**src/rtl/i2c_bus_arbiter.sv**
```systemverilog
// i2c_bus_arbiter: shares one I2C master between two configuration queues.
// Each port owns a one-deep request slot. Grants are round-robin, the
// granted transaction is forwarded with a one-cycle m_start, and the
// slot stays busy until the master finishes or the start watchdog fires.
module i2c_bus_arbiter #(
  parameter int START_TIMEOUT = 16
) (
  input  logic       clk,
  input  logic       rst,
  input  logic       req0_start,
  input  logic [6:0] req0_address,
  input  logic [7:0] req0_data_0,
  input  logic [7:0] req0_data_1,
  output logic       req0_busy,
  input  logic       req1_start,
  input  logic [6:0] req1_address,
  input  logic [7:0] req1_data_0,
  input  logic [7:0] req1_data_1,
  output logic       req1_busy,
  output logic       m_start,
  output logic [6:0] m_address,
  output logic [7:0] m_data_0,
  output logic [7:0] m_data_1,
  input  logic       m_busy,
  output logic [1:0] grant,
  output logic       timeout_err
);

  localparam int CNT_W = (START_TIMEOUT > 1) ? $clog2(START_TIMEOUT) : 1;
  localparam logic [CNT_W-1:0] CNT_LAST = CNT_W'(START_TIMEOUT - 1);

  typedef enum logic [1:0] {
    ST_IDLE,
    ST_ISSUE,
    ST_WAIT_BUSY,
    ST_WAIT_DONE
  } state_t;

  state_t           state_q, state_d;
  logic [1:0]       pending_q, pending_d;
  logic [22:0]      slot_q [2];
  logic [22:0]      slot_d [2];
  logic [1:0]       start_w;
  logic [1:0]       take_w;
  logic [22:0]      req_word_w [2];
  logic [1:0]       clear_w;
  logic             sel_w;
  logic             last_grant_q, last_grant_d;
  logic             owner_q, owner_d;
  logic [CNT_W-1:0] cnt_q, cnt_d;
  logic             m_start_q, m_start_d;
  logic [22:0]      m_word_q, m_word_d;
  logic [1:0]       grant_q, grant_d;
  logic             timeout_q, timeout_d;

  assign start_w       = {req1_start, req0_start};
  assign req_word_w[0] = {req0_address, req0_data_0, req0_data_1};
  assign req_word_w[1] = {req1_address, req1_data_0, req1_data_1};

  // A start is only accepted into an empty slot; a start on an occupied
  // slot (including the one completing this cycle) is dropped.
  generate
    for (genvar gi = 0; gi < 2; gi++) begin : g_take
      assign take_w[gi] = start_w[gi] & ~pending_q[gi];
    end
  endgenerate

  // Tie goes to the port that was not served last; a lone request wins.
  assign sel_w = (pending_q == 2'b11) ? ~last_grant_q : pending_q[1];

  // Per-port slot next state: completion clears, an accepted start latches.
  always_comb begin
    for (int i = 0; i < 2; i++) begin
      pending_d[i] = pending_q[i];
      slot_d[i]    = slot_q[i];
      if (clear_w[i]) begin
        pending_d[i] = 1'b0;
      end else if (take_w[i]) begin
        pending_d[i] = 1'b1;
        slot_d[i]    = req_word_w[i];
      end
    end
  end

  // Arbitration FSM next state and registered bus-side outputs.
  always_comb begin
    state_d      = state_q;
    last_grant_d = last_grant_q;
    owner_d      = owner_q;
    cnt_d        = cnt_q;
    m_start_d    = 1'b0;
    m_word_d     = m_word_q;
    grant_d      = grant_q;
    timeout_d    = 1'b0;
    clear_w      = 2'b00;
    case (state_q)
      ST_IDLE: begin
        grant_d = 2'b00;
        if ((|pending_q) && !m_busy) begin
          owner_d   = sel_w;
          m_word_d  = slot_q[sel_w];
          grant_d   = sel_w ? 2'b10 : 2'b01;
          m_start_d = 1'b1;
          state_d   = ST_ISSUE;
        end
      end
      ST_ISSUE: begin
        cnt_d   = '0;
        state_d = ST_WAIT_BUSY;
      end
      ST_WAIT_BUSY: begin
        if (m_busy) begin
          state_d = ST_WAIT_DONE;
        end else if (cnt_q == CNT_LAST) begin
          // Master never acknowledged the start: abort and free the slot.
          timeout_d        = 1'b1;
          clear_w[owner_q] = 1'b1;
          last_grant_d     = owner_q;
          grant_d          = 2'b00;
          state_d          = ST_IDLE;
        end else begin
          cnt_d = cnt_q + CNT_W'(1);
        end
      end
      ST_WAIT_DONE: begin
        if (!m_busy) begin
          clear_w[owner_q] = 1'b1;
          last_grant_d     = owner_q;
          grant_d          = 2'b00;
          state_d          = ST_IDLE;
        end
      end
      default: state_d = ST_IDLE;
    endcase
  end

  // State and output registers; reset drops any queued or active work.
  always_ff @(posedge clk) begin
    if (rst) begin
      state_q      <= ST_IDLE;
      pending_q    <= 2'b00;
      slot_q[0]    <= '0;
      slot_q[1]    <= '0;
      last_grant_q <= 1'b1;
      owner_q      <= 1'b0;
      cnt_q        <= '0;
      m_start_q    <= 1'b0;
      m_word_q     <= '0;
      grant_q      <= 2'b00;
      timeout_q    <= 1'b0;
    end else begin
      state_q      <= state_d;
      pending_q    <= pending_d;
      slot_q[0]    <= slot_d[0];
      slot_q[1]    <= slot_d[1];
      last_grant_q <= last_grant_d;
      owner_q      <= owner_d;
      cnt_q        <= cnt_d;
      m_start_q    <= m_start_d;
      m_word_q     <= m_word_d;
      grant_q      <= grant_d;
      timeout_q    <= timeout_d;
    end
  end

  assign req0_busy                        = pending_q[0];
  assign req1_busy                        = pending_q[1];
  assign m_start                          = m_start_q;
  assign {m_address, m_data_0, m_data_1}  = m_word_q;
  assign grant                            = grant_q;
  assign timeout_err                      = timeout_q;

endmodule

```
**config.mk**
```make
export PLATFORM = sky130hd
export DESIGN_NAME = i2c_bus_arbiter
export DESIGN_NICKNAME = d
export VERILOG_FILES = /design/src/rtl/i2c_bus_arbiter.sv
export SDC_FILE = /design/constraint.sdc
export NUM_CORES = 1
export LEC_CHECK = 0
export BUFFER_PORTS_ARGS = -buffer_cell sky130_fd_sc_hd__buf_4
export CAP_MARGIN = 20
export CORE_UTILIZATION = 61
export CTS_BUF_LIST = sky130_fd_sc_hd__clkbuf_4 sky130_fd_sc_hd__clkbuf_8
export DETAILED_ROUTE_END_ITERATION = 8
export PLACE_DENSITY = 0.87
export SETUP_SLACK_MARGIN = 0.15
export SYNTH_ARGS = -nofsm -noshare
export SYNTH_HDL_FRONTEND = slang
export SYNTH_SLANG_ARGS = --single-unit
```
**constraint.sdc**
```tcl
create_clock -name clk -period 7.65 [get_ports clk]
set_input_delay 0.765 -clock clk [delete_from_list [all_inputs] [get_ports clk]]
set_output_delay 0.765 -clock clk [all_outputs]
set_load 0.01 [all_outputs]
```
==> results by group, run 1 <==
Run status
  – Status: completed

Clocking
  – TritonCTS Buffers: 9
  – Setup bufs post-CTS: 0
  – Clock Latency Late Sink: approximately 0.36 ns
  – CTS sink count: 83
  – Clk slew on worst S/H paths: 0.08 ns
  – CTS tree: built
  – Deepest clock path buffer count: 2
  – Root buffer cell: clkbuf_8
  – CTS-repair resized insts: 0
  – Hold Buf Count CTS: 0
  – H-Tree Level Count: 3

Worst setup path
  – FF-to-FF path depth: 3
  – Crit path launch type: input port
  – Worst EP arrival: between 2 and 3 ns
  – Crit Path Class: in2reg
  – Setup crit end kind: flop
  – Worst EP required: about 7.6 ns
  – Crit path max fanout: between 40 and 50

Floorplanning
  – Die height: ~83 µm
  – Core area: 6314 µm²
  – Initial Util: a little over three fifths
  – Full die area: approximately 6900 µm²
  – Top Ports: 80
  – Row count: 29
  – Chip Width: 82.88 µm

Drt
  – WL per Instance: approximately 19 µm
  – Drt pass-1 iters: 5
  – DR iter-0 viols: between 300 and 400
  – Post-Route WL: slightly below 10000 µm
  – Post-route ant nets: 0
  – Via Count: ~3300
  – DRC: 0
  – Vias per cell: 6.575

Power and ir drop
  – Total Power: about 0.0011 W
  – Pwr dens: between 200 and 250 nW/µm²
  – Cell leakage power: between 1.5 and 2 nW
  – Worst ir drop on vdd: around 0.00016 V

GRT
  – Global-route wire length before repair: 15500 µm
  – Vias in the first global route: 2991
  – Initial antenna violation count: 0
  – GRT Residual Overflow: 0
  – Largest net degree at the start of global routing: 57
  – GRT Total Usage: between 20% and 30%

Synthesis
  – Syn Area/Cell: around 11 µm²
  – Yosys top cell by area: edfxtp_1
  – Unique masters post-synth: 41
  – Post-synth top area share: 34.62%
  – Net Count, Synth: 426
  – Mapped Area: ~4000 µm²
  – Mapped Cells: about 370
  – #FFs+latches synth: 83
  – Seq/Total Area, Yosys: 53.18%
  – Synth Warn #: 0
  – Area contributors post-synth: edfxtp_1 (35%), dfxtp_1 (19%), o311ai_1 (10%)

Timing
  – Worst-Margin Slew: about 1.1 ns
  – Final Max Tran Viols: 0
  – Setup TNS: 0 ns
  – Fin crit period: 2.663 ns
  – Endpoints failing hold: 0
  – Max frequency: 375.5 MHz
  – Slew HR: just under 30%
  – Final worst-path cycle share: roughly a third
  – RSZ-0062 raised after global routing: no
  – Worst Skew: 0.007957 ns
  – Endpoints failing setup: 0

Hold path
  – Hold depth: 1
  – Worst Hold Class: reg2reg

Run
  – MaxCap Viol Count: 0

Final layout
  – Layout cells sized above 1: a little over 30%
  – Final net count: 473
  – Area delta synth->final: 19.57%
  – Fillers: 430
  – # diodes: 0

Placement
  – Post-DP HPWL: 5990 µm
  – I/O Buffers: between 70 and 80
  – RePlAce Congestion: 0.8011
[layer usage]
layer	vias up	global-route usage, %	share of wire (%)
li1	1551	-	-
met1	1576	40.76	42
met2	167	45.38	49
met3	13	3.777	8.0
met4	0	9.875	1.4
met5	-	0	0
[layout make-up]
cell class              count  area [µm²]  area share [%]
flip-flops and latches     83        2122           44.48
multi-input cells         238        1639           34.36
repair buffers             86       680.7           14.27
clock buffers              11       145.1           3.042
well taps                  77       96.34           2.019
clock inverters             5       76.32           1.600
inverters                   3       11.26          0.2360
[Yosys cell counts]
library cell	instances
a21boi_2	1
and3b_1	1
o311ai_1	46
edfxtp_1	46
clkbuf_1	20
a21bo_2	2
nand2b_1	3
inv_1	2
nand3_1	1
and2_1	1
buf_2	19
o21a_1	1
o221a_2	1
dfxtp_1	37
nor3b_1	1
a31oi_1	1
and4_1	1
o21ai_1	2
buf_6	4
buf_1	2
o211ai_1	1
nand4_1	1
nor2b_1	2
a21oi_1	74
o41ai_1	1
nor4b_1	1
o221ai_1	1
ha_1	1
o31ai_1	1
a311oi_2	20
nand2_1	51
buf_4	5
a31o_1	2
nand4b_1	1
a311oi_1	3
o31a_1	1
nand3b_1	2
o21ba_1	1
nor2_1	7
nor3_1	5
inv_2	1
[worst max-delay path, cell delays in order]
cell     delay (ns)
buf_4          0.09
nor2b_4        0.78
o31ai_4        0.16
nand2_1        0.81
[power breakdown]
| group | internal [W] | leakage, nW | switching, W |
|---|---|---|---|
| sequential | 0.000510 | 0.797 | 0.0000194 |
| clock | 0.000195 | 0.110 | 0.000157 |
| combinational | 0.0000733 | 0.806 | 0.000103 |
[flip-flops by register name, summed over array words and instances, names as in the netlist]
name          cells
slot_q           46
m_word_q         23
cnt_q             4
grant             2
pending_q         2
state_q           2
last_grant_q      1
m_start           1
owner_q           1
timeout_err       1
[through the flow]
stage | area (µm²) | hold WS, ns | setup WS [ns] | std cells | utilization (%)
after CTS | 4713 | 0.4924 | 4.740 | 500 | 74.65
after detailed placement | 4492 | 0.4792 | 4.371 | 484 | 71.15
final | 4771 | 0.5287 | 4.987 | 503 | 75.56
after floorplan | 3990 | 0.4754 | 4.925 | 374 | -
after global routing | 4771 | 0.5396 | 4.853 | 503 | 75.56
after global placement | 4492 | 0.4621 | 4.529 | 484 | 71.15
[layout by cell type, fill, tap and decap left out, types with 3 or more instances in the layout]
cell type  netlist  layout
buf_4            5      83
a21oi_1         74      74
nand2_1         51      51
o311ai_1        46      46
edfxtp_1        46      46
dfxtp_1         37      37
a311oi_2        20      20
clkbuf_8         0      10
nor2_1           7       6
nor3_1           5       5
nand2b_1         3       3
a311oi_1         3       3
[path summary, 6_finish.rpt]
path                startpoint             to  slack [ns]
setup / recovery    req0_start  slot_q[0][10]        4.99
hold / removal        cnt_q[1]       cnt_q[1]        0.53
setup reg to reg  pending_q[0]  slot_q[0][10]        5.03
hold reg to reg       cnt_q[1]       cnt_q[1]        0.53
[kinds of logic after synthesis]
kind of cell / count (synthesis) / share of synthesized area [%]
buf+inv: 53 / 6.805
simple gates: 78 / 8.749
compound gates: 159 / 30.95
fa+ha+maj: 1 / 0.3135
flops: 83 / 53.18
(Power assumes the default switching activity.)
==> inputs of run 2 (changes only) <==
Settings changed: CORE_UTILIZATION 61 to 51, PLACE_DENSITY 0.87 to 0.78.
Clock period 7.65 ns to 2.1 ns, I/O delays scaled along.
==> run 2 against run 1 <==
  * Wire length up 2.8%
  * Hold slack worse by 0.39 ns
  * Critical endpoint is now slot_q[0][21]
  * Die area up 19%
  * Final cell count is 7.2% higher
  * Largest cell class unchanged
  * Sequential power rose to 3.6 times the previous value
  * Design area increased by 2.9%
  * Worst setup slack lost 4.7 ns
==> results by group, run 2 (synthesized netlist as in run 1, its figures left out) <==
Run status
  – Status: completed

Drt
  – WL per Instance: 18.45 µm
  – Drt pass-1 iters: 5
  – DRC: 0
  – Post-Route WL: 9944 µm
  – Post-route ant nets: 0
  – DR iter-0 viols: 236
  – Via Count: around 3400
  – Vias per cell: 6.252

Power and ir drop
  – Pwr dens: around 790 nW/µm²
  – Worst ir drop on vdd: 0.0003778 V
  – Cell leakage power: approximately 1.8 nW

GRT
  – GRT Residual Overflow: 0
  – Global-route wire length before repair: about 16000 µm
  – Vias in the first global route: just under 3000
  – GRT Total Usage: about a quarter
  – Largest net degree at the start of global routing: 37
  – Initial antenna violation count: 0

Timing
  – Max frequency: 540.3 MHz
  – Fin crit period: 1.851 ns
  – Setup TNS: 0 ns
  – Final Max Tran Viols: 0
  – Final worst-path cycle share: 88.13%
  – Worst Skew: between 0.01 and 0.015 ns
  – Endpoints failing setup: 0
  – RSZ-0062 raised after global routing: yes
  – Worst-Margin Slew: roughly 0.59 ns
  – Slew HR: 60.59%
  – Endpoints failing hold: 0

Run
  – MaxCap Viol Count: 0

Placement
  – RePlAce Congestion: roughly 0.82
  – I/O Buffers: 79
  – Cell Area, Placed: 4682 µm²
  – Post-DP HPWL: 6760 µm

Clocking
  – CTS tree: built
  – H-Tree Level Count: 3
  – CTS sink count: 83
  – CTS-repair resized insts: 0
  – TritonCTS Buffers: 9
  – Clk slew on worst S/H paths: 0.08 ns
  – Clock Latency Late Sink: between 0.3 and 0.4 ns
  – Root buffer cell: clkbuf_8
  – Deepest clock path buffer count: 2

Final layout
  – Area delta synth->final: 23.02%
  – Commonest non-fill, non-tap cell in the layout: buf_4
  – Top reg by flops: slot_q
  – # diodes: 0
  – Commonest non-fill, non-tap cells in the layout: buf_4 (98), a21oi_1 (74), nand2_1 (50)
  – Fillers: 573
  – Flip-flop count of the largest register after layout: between 40 and 50
  – Final core area utilization: approximately 66%
  – Final net count: slightly below 500
  – Layout cells sized above 1: between 30% and 40%
  – Final design area excluding fillers: around 4900 µm²
  – Biggest regs: slot_q x46, m_word_q x23, cnt_q x4

Worst setup path
  – Critical path cell sequence: ha_1 -> a31oi_4 -> o31ai_4 -> nand2_2
  – CP max stage delay: approximately 0.40 ns
  – Worst EP required: roughly 2.1 ns
  – Crit path max fanout: 23
  – Setup crit end kind: flop
  – Crit Path Class: reg2reg
  – Worst EP arrival: 1.83 ns
  – Crit path launch type: flop
  – Critical-path top delay cell: nand2_2

Floorplanning
  – Top Ports: 80
  – Core area: between 7000 and 8000 µm²
  – Die height: roughly 90 µm
  – Chip Width: approximately 90 µm
  – Row count: 31
  – Full die area: about 8200 µm²
  – Initial Util: between 50% and 60%

Hold path
  – Worst Hold Class: in2reg
==> run 2: where the power goes <==
group	switching [W]	internal, W	total, W
Sequential	0.0000686	0.00186	0.00192
Combinational	0.000382	0.000284	0.000666
Clock	0.000580	0.000702	0.00128
Total	0.00103	0.00284	0.00387
==> run 2: cell type report <==
class / instances / area (µm²) / area share (%)
well taps: 99 / 123.9 / 2.524
repair buffers: 100 / 775.7 / 15.80
clock buffers: 10 / 137.6 / 2.804
inverters: 3 / 11.26 / 0.2294
multi-input cells: 238 / 1649 / 33.60
flip-flops and latches: 83 / 2122 / 43.23
clock inverters: 6 / 88.84 / 1.810
==> run 2: timing repair <==
action,4_1_cts,5_1_grt
endpoints found under the setup margin,0,6
buffers inserted,0,0
hold buffers,0,0
==> run 2: worst paths after layout <==
path / cells past startpoint / slack (ns) / from / endpoint
setup / recovery: 4 / 0.25 / cnt_q[0] / slot_q[0][21]
hold / removal: 3 / 0.13 / req1_start / pending_q[1]
setup reg to reg: 4 / 0.25 / cnt_q[0] / slot_q[0][21]
hold reg to reg: 2 / 0.47 / grant[0] / grant[0]
==> run 2: per-stage QoR <==
stage	total power (W)	setup slack (ns)	hold slack, ns	cells
after floorplan	0.002357	0.1796	0.3573	374
after global placement	0.002600	0.3620	0.4536	523
after detailed placement	0.002622	0.2589	0.4687	523
after CTS	0.003877	0.2365	0.1329	539
after global routing	0.004012	0.1487	0.1314	539
final	0.003872	0.2492	0.1347	539
==> run 2: worst max-delay path, delay by kind of cell (launching register included) <==
kind	cells	cell delay, ns
simple gates	1	0.40
compound gates	2	0.43
flops	1	0.38
fa+ha+maj	1	0.25
==> run 2: routing by layer <==
metal | GRT usage, % | wire, µm
met1 | 34.81 | 4326
met2 | 38.99 | 4672
met3 | 3.620 | 829
met4 | 8.065 | 116
met5 | 0 | 0
